File: config.mk
export PLATFORM = sky130hd
export DESIGN_NAME = encrypt_stream
export DESIGN_NICKNAME = d
export VERILOG_FILES = /design/src/rtl/encrypt_stream.sv
export SDC_FILE = /design/constraint.sdc
export NUM_CORES = 1
export LEC_CHECK = 0
export ABC_AREA = 1
export CAP_MARGIN = 20
export CORE_UTILIZATION = 53
export DETAILED_ROUTE_END_ITERATION = 8
export HOLD_SLACK_MARGIN = 0.15
export PLACE_DENSITY_LB_ADDON = 0.2
export SYNTH_ARGS = -nofsm -noshare
export SYNTH_HDL_FRONTEND = slang
export SYNTH_SLANG_ARGS = --single-unit
File: constraint.sdc
create_clock -name clk -period 6 [get_ports clk]
set_clock_uncertainty 0.05 [all_clocks]
set_input_delay 1.5 -clock clk [delete_from_list [all_inputs] [get_ports clk]]
set_output_delay 1.5 -clock clk [all_outputs]
set_load 0.02 [all_outputs]
File: src/rtl/encrypt_stream.sv
// Streaming LWE-style encryptor: sums mask-selected public-key entries per row (mod q),
// then adds the scaled plaintext on the final b-row.
module encrypt_stream #(
  parameter int unsigned PLAINTEXT_MODULUS  = 64,
  parameter int unsigned PLAINTEXT_WIDTH    = 6,
  parameter int unsigned DIMENSION          = 1,
  parameter int unsigned CIPHERTEXT_MODULUS = 1024,
  parameter int unsigned CIPHERTEXT_WIDTH   = 21,
  parameter int unsigned BIG_N              = 30,
  parameter int unsigned LANES              = 1,
  localparam int unsigned ROW_W = (DIMENSION + 1 > 1) ? $clog2(DIMENSION + 1) : 1
) (
  input  logic                                clk,
  input  logic                                rst_n,
  input  logic                                go,
  input  logic [PLAINTEXT_WIDTH-1:0]          plaintext,
  input  logic [BIG_N-1:0]                    noise_select,
  input  logic                                key_valid,
  output logic                                key_ready,
  input  logic [LANES*CIPHERTEXT_WIDTH-1:0]   key_data,
  output logic                                ct_valid,
  input  logic                                ct_ready,
  output logic [CIPHERTEXT_WIDTH-1:0]         ct_data,
  output logic [ROW_W-1:0]                    ct_row,
  output logic                                ct_last,
  output logic                                busy
);

  localparam int unsigned Q_W    = $clog2(CIPHERTEXT_MODULUS);
  localparam int unsigned BEATS  = BIG_N / LANES;
  localparam int unsigned BEAT_W = (BEATS > 1) ? $clog2(BEATS) : 1;
  localparam int unsigned SCALE  = CIPHERTEXT_MODULUS / PLAINTEXT_MODULUS;

  typedef enum logic [1:0] {StIdle, StAccum, StEmit} state_e;

  state_e                     r_state;
  state_e                     w_state_next;
  logic [PLAINTEXT_WIDTH-1:0] r_plaintext;
  logic [BIG_N-1:0]           r_mask;
  logic [Q_W-1:0]             r_acc;
  logic [ROW_W-1:0]           r_row;
  logic [BEAT_W-1:0]          r_beat;

  logic [LANES-1:0]           w_lane_sel;
  logic [Q_W-1:0]             w_beat_sum;
  logic [Q_W-1:0]             w_pt_scaled;
  logic [Q_W-1:0]             w_row_value;
  logic                       w_go_accept;
  logic                       w_beat_accept;
  logic                       w_last_beat;
  logic                       w_ct_accept;
  logic                       w_is_b_row;
  logic                       w_unused_key;

  // Only the low log2(q) bits of each key word matter since q is a power of two.
  assign w_unused_key = ^key_data;

  assign w_go_accept   = (r_state == StIdle) && go;
  assign w_beat_accept = (r_state == StAccum) && key_valid;
  assign w_last_beat   = (r_beat == BEAT_W'(BEATS - 1));
  assign w_ct_accept   = (r_state == StEmit) && ct_ready;
  assign w_is_b_row    = (r_row == ROW_W'(DIMENSION));
  assign w_lane_sel    = r_mask[r_beat * LANES +: LANES];
  assign w_pt_scaled   = Q_W'(r_plaintext) * Q_W'(SCALE);
  assign w_row_value   = w_is_b_row ? (r_acc + w_pt_scaled) : r_acc;

  always_comb begin
    w_beat_sum = '0;
    for (int j = 0; j < LANES; j++) begin
      if (w_lane_sel[j]) begin
        w_beat_sum = w_beat_sum + key_data[j * CIPHERTEXT_WIDTH +: Q_W];
      end
    end
  end

  always_comb begin
    w_state_next = r_state;
    unique case (r_state)
      StIdle:  if (go) w_state_next = StAccum;
      StAccum: if (key_valid && w_last_beat) w_state_next = StEmit;
      StEmit:  if (ct_ready) w_state_next = w_is_b_row ? StIdle : StAccum;
      default: w_state_next = StIdle;
    endcase
  end

  always_comb begin
    key_ready = (r_state == StAccum);
    busy      = (r_state != StIdle);
    ct_valid  = (r_state == StEmit);
    ct_last   = 1'b0;
    ct_row    = '0;
    ct_data   = '0;
    if (r_state == StEmit) begin
      ct_last            = w_is_b_row;
      ct_row             = r_row;
      ct_data[Q_W-1:0]   = w_row_value;
    end
  end

  always_ff @(posedge clk or negedge rst_n) begin
    if (!rst_n) begin
      r_state     <= StIdle;
      r_plaintext <= '0;
      r_mask      <= '0;
      r_acc       <= '0;
      r_row       <= '0;
      r_beat      <= '0;
    end else begin
      r_state <= w_state_next;
      if (w_go_accept) begin
        r_plaintext <= plaintext;
        r_mask      <= noise_select;
        r_acc       <= '0;
        r_row       <= '0;
        r_beat      <= '0;
      end
      if (w_beat_accept) begin
        r_acc  <= r_acc + w_beat_sum;
        r_beat <= w_last_beat ? '0 : r_beat + 1'b1;
      end
      // After a non-final row, restart accumulation for the next row immediately.
      if (w_ct_accept && !w_is_b_row) begin
        r_acc  <= '0;
        r_row  <= r_row + 1'b1;
        r_beat <= '0;
      end
    end
  end

endmodule

==> PnR_summary.wiki <==
{| class="wikitable"
! Metric !! Value
|-
| Outcome || finished, final reports clean
|-
| Maximum achievable frequency || 0.238 GHz
|-
| Wire length of the first global-routing pass || 12600 um
|-
| Starting utilization of the core area || 55.5%
|-
| Number of nets in the layout || 593
|-
| Met1 Track Usage GR || 33.8%
|-
| Rel. slew slack || 44.1%
|-
| Maximum count of clock buffers along a single path || 2
|-
| Number of remaining DRC errors || 0
|-
| Die H || 81.2 um
|-
| Antenna Nets Post-Route || 0
|-
| Final GP Congestion || 0.861
|-
| Total routed wirelength || 7310 um
|-
| Count of state elements after synthesis || 54
|-
| Setup Viol. Count Final || 0
|-
| Buffers inserted during post-CTS setup optimization || 0
|-
| Number of gates resized after cts || 0
|-
| TritonCTS clock tree || yes
|-
| Quantity of hold-fixing buffers added after cts || 0
|-
| Number of H-tree levels || 2
|-
| Synthesized cell area || 3330 um^2
|-
| Actual slew at the worst max-slew pin || 0.838 ns
|-
| Crit Path Max Fanout || 4
|-
| Half-perimeter wire length after placement || 5290 um
|-
| Number of instances in the synthesized netlist || 454
|-
| Pin count of the biggest net entering global routing || 62
|-
| Count of input and output buffers || 65
|-
| Count of final max-slew check failures || 0
|-
| Leakage Power || 2.05 nW
|-
| Count of inserted antenna diode cells || 0
|-
| Met3 track demand over resource || 5.17%
|-
| Worst slack at placement || 2.20 ns
|-
| Required time of the critical path || 4.45 ns
|-
| TritonCTS Buffers || 5
|-
| Fraction of final layout cells sized beyond drive strength 1 || 4.47%
|-
| Data arrival at the endpoint of the critical path || 2.66 ns
|-
| Top Usage Layer GRT || met2
|-
| Total of max-cap violations || 0
|-
| Setup repair after global routing missed its margin || false
|-
| Routed wirelength normalized by instance count || 12.4 um
|-
| Die ar. || 6600 um^2
|-
| Detailed-route via count || 3027
|-
| Worst VDD drop || 0.290 mV
|-
| Power per unit of standard cell area || 436 nW/um^2
|-
| Type of the setup path with the least slack || flop to output pin
|-
| Detailed-routing iteration count for the pre-antenna-repair pass || 4
|-
| Final-layout setup total negative slack || 0 ns
|-
| Final worst slack || 1.79 ns
|-
| Area growth from synthesis to layout || 21.6%
|-
| Critical Path Start Type || flop
|-
| Die outline width || 81.2 um
|-
| Fin crit share || 70.1%
|-
| Seq/Total Area, Yosys || 40.6%
|-
| Avg Inst Size Synth || 7.33 um^2
|-
| CTS root buf || sky130_fd_sc_hd__clkbuf_8
|-
| Clock-pin transition on the worst setup and hold timing paths || 0.09 ns
|-
| Hold Crit Class || flop to flop
|-
| Minimum clock period after layout || 4.21 ns
|-
| Core region area || 5990 um^2
|-
| Initial antenna violation count || 0
|-
| GR Layer Usage met2 || 40.2%
|-
| Count of pins on the block boundary || 88
|-
| 1st-iter DRT viols || 158
|-
| Placement row count || 28
|-
| Ys Warns || 0
|-
| Via/cell ratio || 5.14
|-
| Overall Global Routing Usage || 25.0%
|-
| Overflow after GRT || 0
|-
| Number of unique standard cell types used by synthesis || 34
|-
| Clock latency at the later pin of the worst-skew pair || 0.32 ns
|-
| Final Hold Viols || 0
|-
| Clock sink count || 54
|-
| Type of destination of the critical path || output pin
|-
| Number of global-route vias before repair || 2843
|}
[registers in the layout, summed over array words and instances, names as in the netlist]
register,flops
r_acc,10
r_mask,30
r_plaintext,6
r_row,1
r_state,2
r_beat,5
[cell usage after synthesis]
master                      instances  share of area, %
sky130_fd_sc_hd__nand4_1            2              0.38
sky130_fd_sc_hd__a31oi_1            4              0.75
sky130_fd_sc_hd__o21bai_1           1              0.23
sky130_fd_sc_hd__a21o_1             3              0.68
sky130_fd_sc_hd__inv_1             63               7.1
sky130_fd_sc_hd__o21ai_0           38               5.7
sky130_fd_sc_hd__a211oi_1           1              0.23
sky130_fd_sc_hd__nand2_1          135                15
sky130_fd_sc_hd__a21oi_1           12               1.8
sky130_fd_sc_hd__o32ai_1            1              0.26
sky130_fd_sc_hd__o211ai_1           1              0.23
sky130_fd_sc_hd__nand2_2            3              0.56
sky130_fd_sc_hd__conb_1             1              0.11
sky130_fd_sc_hd__buf_2              1              0.15
sky130_fd_sc_hd__dfrtp_1           54                41
sky130_fd_sc_hd__o22ai_1            6               1.1
sky130_fd_sc_hd__nand3_1           22               3.3
sky130_fd_sc_hd__nor3_1             5              0.75
sky130_fd_sc_hd__inv_6              1              0.26
sky130_fd_sc_hd__clkbuf_1           7              0.79
sky130_fd_sc_hd__nand3_2            2              0.60
sky130_fd_sc_hd__o21ai_1            3              0.45
sky130_fd_sc_hd__o2bb2ai_1          2              0.53
sky130_fd_sc_hd__buf_6              3               1.0
sky130_fd_sc_hd__nor2_2             1              0.19
sky130_fd_sc_hd__ha_1              16               6.0
sky130_fd_sc_hd__fa_1               2               1.2
sky130_fd_sc_hd__o221ai_1           1              0.26
sky130_fd_sc_hd__xnor2_1            1              0.26
sky130_fd_sc_hd__xor2_1             3              0.79
sky130_fd_sc_hd__inv_2              5              0.56
sky130_fd_sc_hd__nor2_1            40               4.5
sky130_fd_sc_hd__buf_4             13               2.9
sky130_fd_sc_hd__nor2_4             1              0.34
[layout make-up]
class                   instances  area [um^2]
fillers                       520         1950
multi-input cells             317         1590
flip-flops and latches         54         1350
repair buffers                 66          653
inverters                      69          264
well taps                      75         93.8
clock buffers                   6         82.6
clock inverters                 2         12.5
[kinds of logic (layout without fill, tap and decap cells)]
kind of cell    count (synthesis)  in the layout  synth area share (%)
compound gates                 73             73                  12.3
xor+xnor                        4              4                  1.05
other cells                     1             11                 0.113
buf+inv                        93            143                  12.8
flops                          54             54                  40.6
simple gates                  211            211                  25.9
fa+ha+maj                      18             18                  7.22
[layout by cell type (no fill, tap or decap), drive strengths merged, types with 4 or more instances in the layout]
cell / instances
o21ai: 41
clkdlybuf4s50: 64
nor3: 5
nand2: 138
conb: 11
a21oi: 12
clkbuf: 6
nand3: 24
ha: 16
nor2: 42
o22ai: 6
a31oi: 4
inv: 69
dfrtp: 54
[power breakdown]
part           switching, mW  leakage (nW)  internal, mW
Combinational          0.554          1.32         0.357
Sequential             0.114         0.676         0.525
Clock                  0.122        0.0472        0.0930
[final timing paths]
path / start / end / slack, ns / depth (start not counted)
min in group asynchronous: rst_n / r_mask[11] / 1.25 / 2
worst min register to register: r_mask[28] / r_mask[28] / 0.44 / 2
worst min-delay path: r_mask[28] / r_mask[28] / 0.44 / 2
max in group asynchronous: rst_n / r_acc[7] / 4.21 / 2
worst max-delay path: r_acc[6] / ct_data[9] / 1.79 / 11
worst max register to register: r_beat[0] / r_acc[6] / 2.56 / 19
[stage by stage]
step / std cells / hold slack (ns) / cell area [um^2] / utilization, % / total power, mW
floorplan: 464 / 0.394 / 3360 / - / 1.34
global placement: 581 / 0.408 / 3950 / 65.9 / 1.50
detailed placement: 581 / 0.415 / 3950 / 65.9 / 1.54
CTS: 589 / 0.441 / 4040 / 67.5 / 1.76
global route: 589 / 0.457 / 4040 / 67.5 / 1.94
finish: 589 / 0.438 / 4040 / 67.5 / 1.76
[worst max-delay path: stages (launching register included)]
cell and delay (ns):
sky130_fd_sc_hd__dfrtp_1 0.42, sky130_fd_sc_hd__ha_1 0.34, sky130_fd_sc_hd__a21oi_1 0.16, sky130_fd_sc_hd__nand2_1 0.10
sky130_fd_sc_hd__nand2_1 0.10, sky130_fd_sc_hd__nand2_1 0.06, sky130_fd_sc_hd__a21oi_1 0.19, sky130_fd_sc_hd__nor2_1 0.06
sky130_fd_sc_hd__nor2_1 0.08, sky130_fd_sc_hd__nand2_1 0.08, sky130_fd_sc_hd__a21oi_1 0.14, sky130_fd_sc_hd__clkdlybuf4s50_1 0.62
[routing by layer]
metal  part of all wire, %  vias up
li1                      -     1528
met1                    46     1406
met2                    47       81
met3                   5.3       12
met4                   1.6        0
met5                     0        -
(Power assumes the default switching activity.)
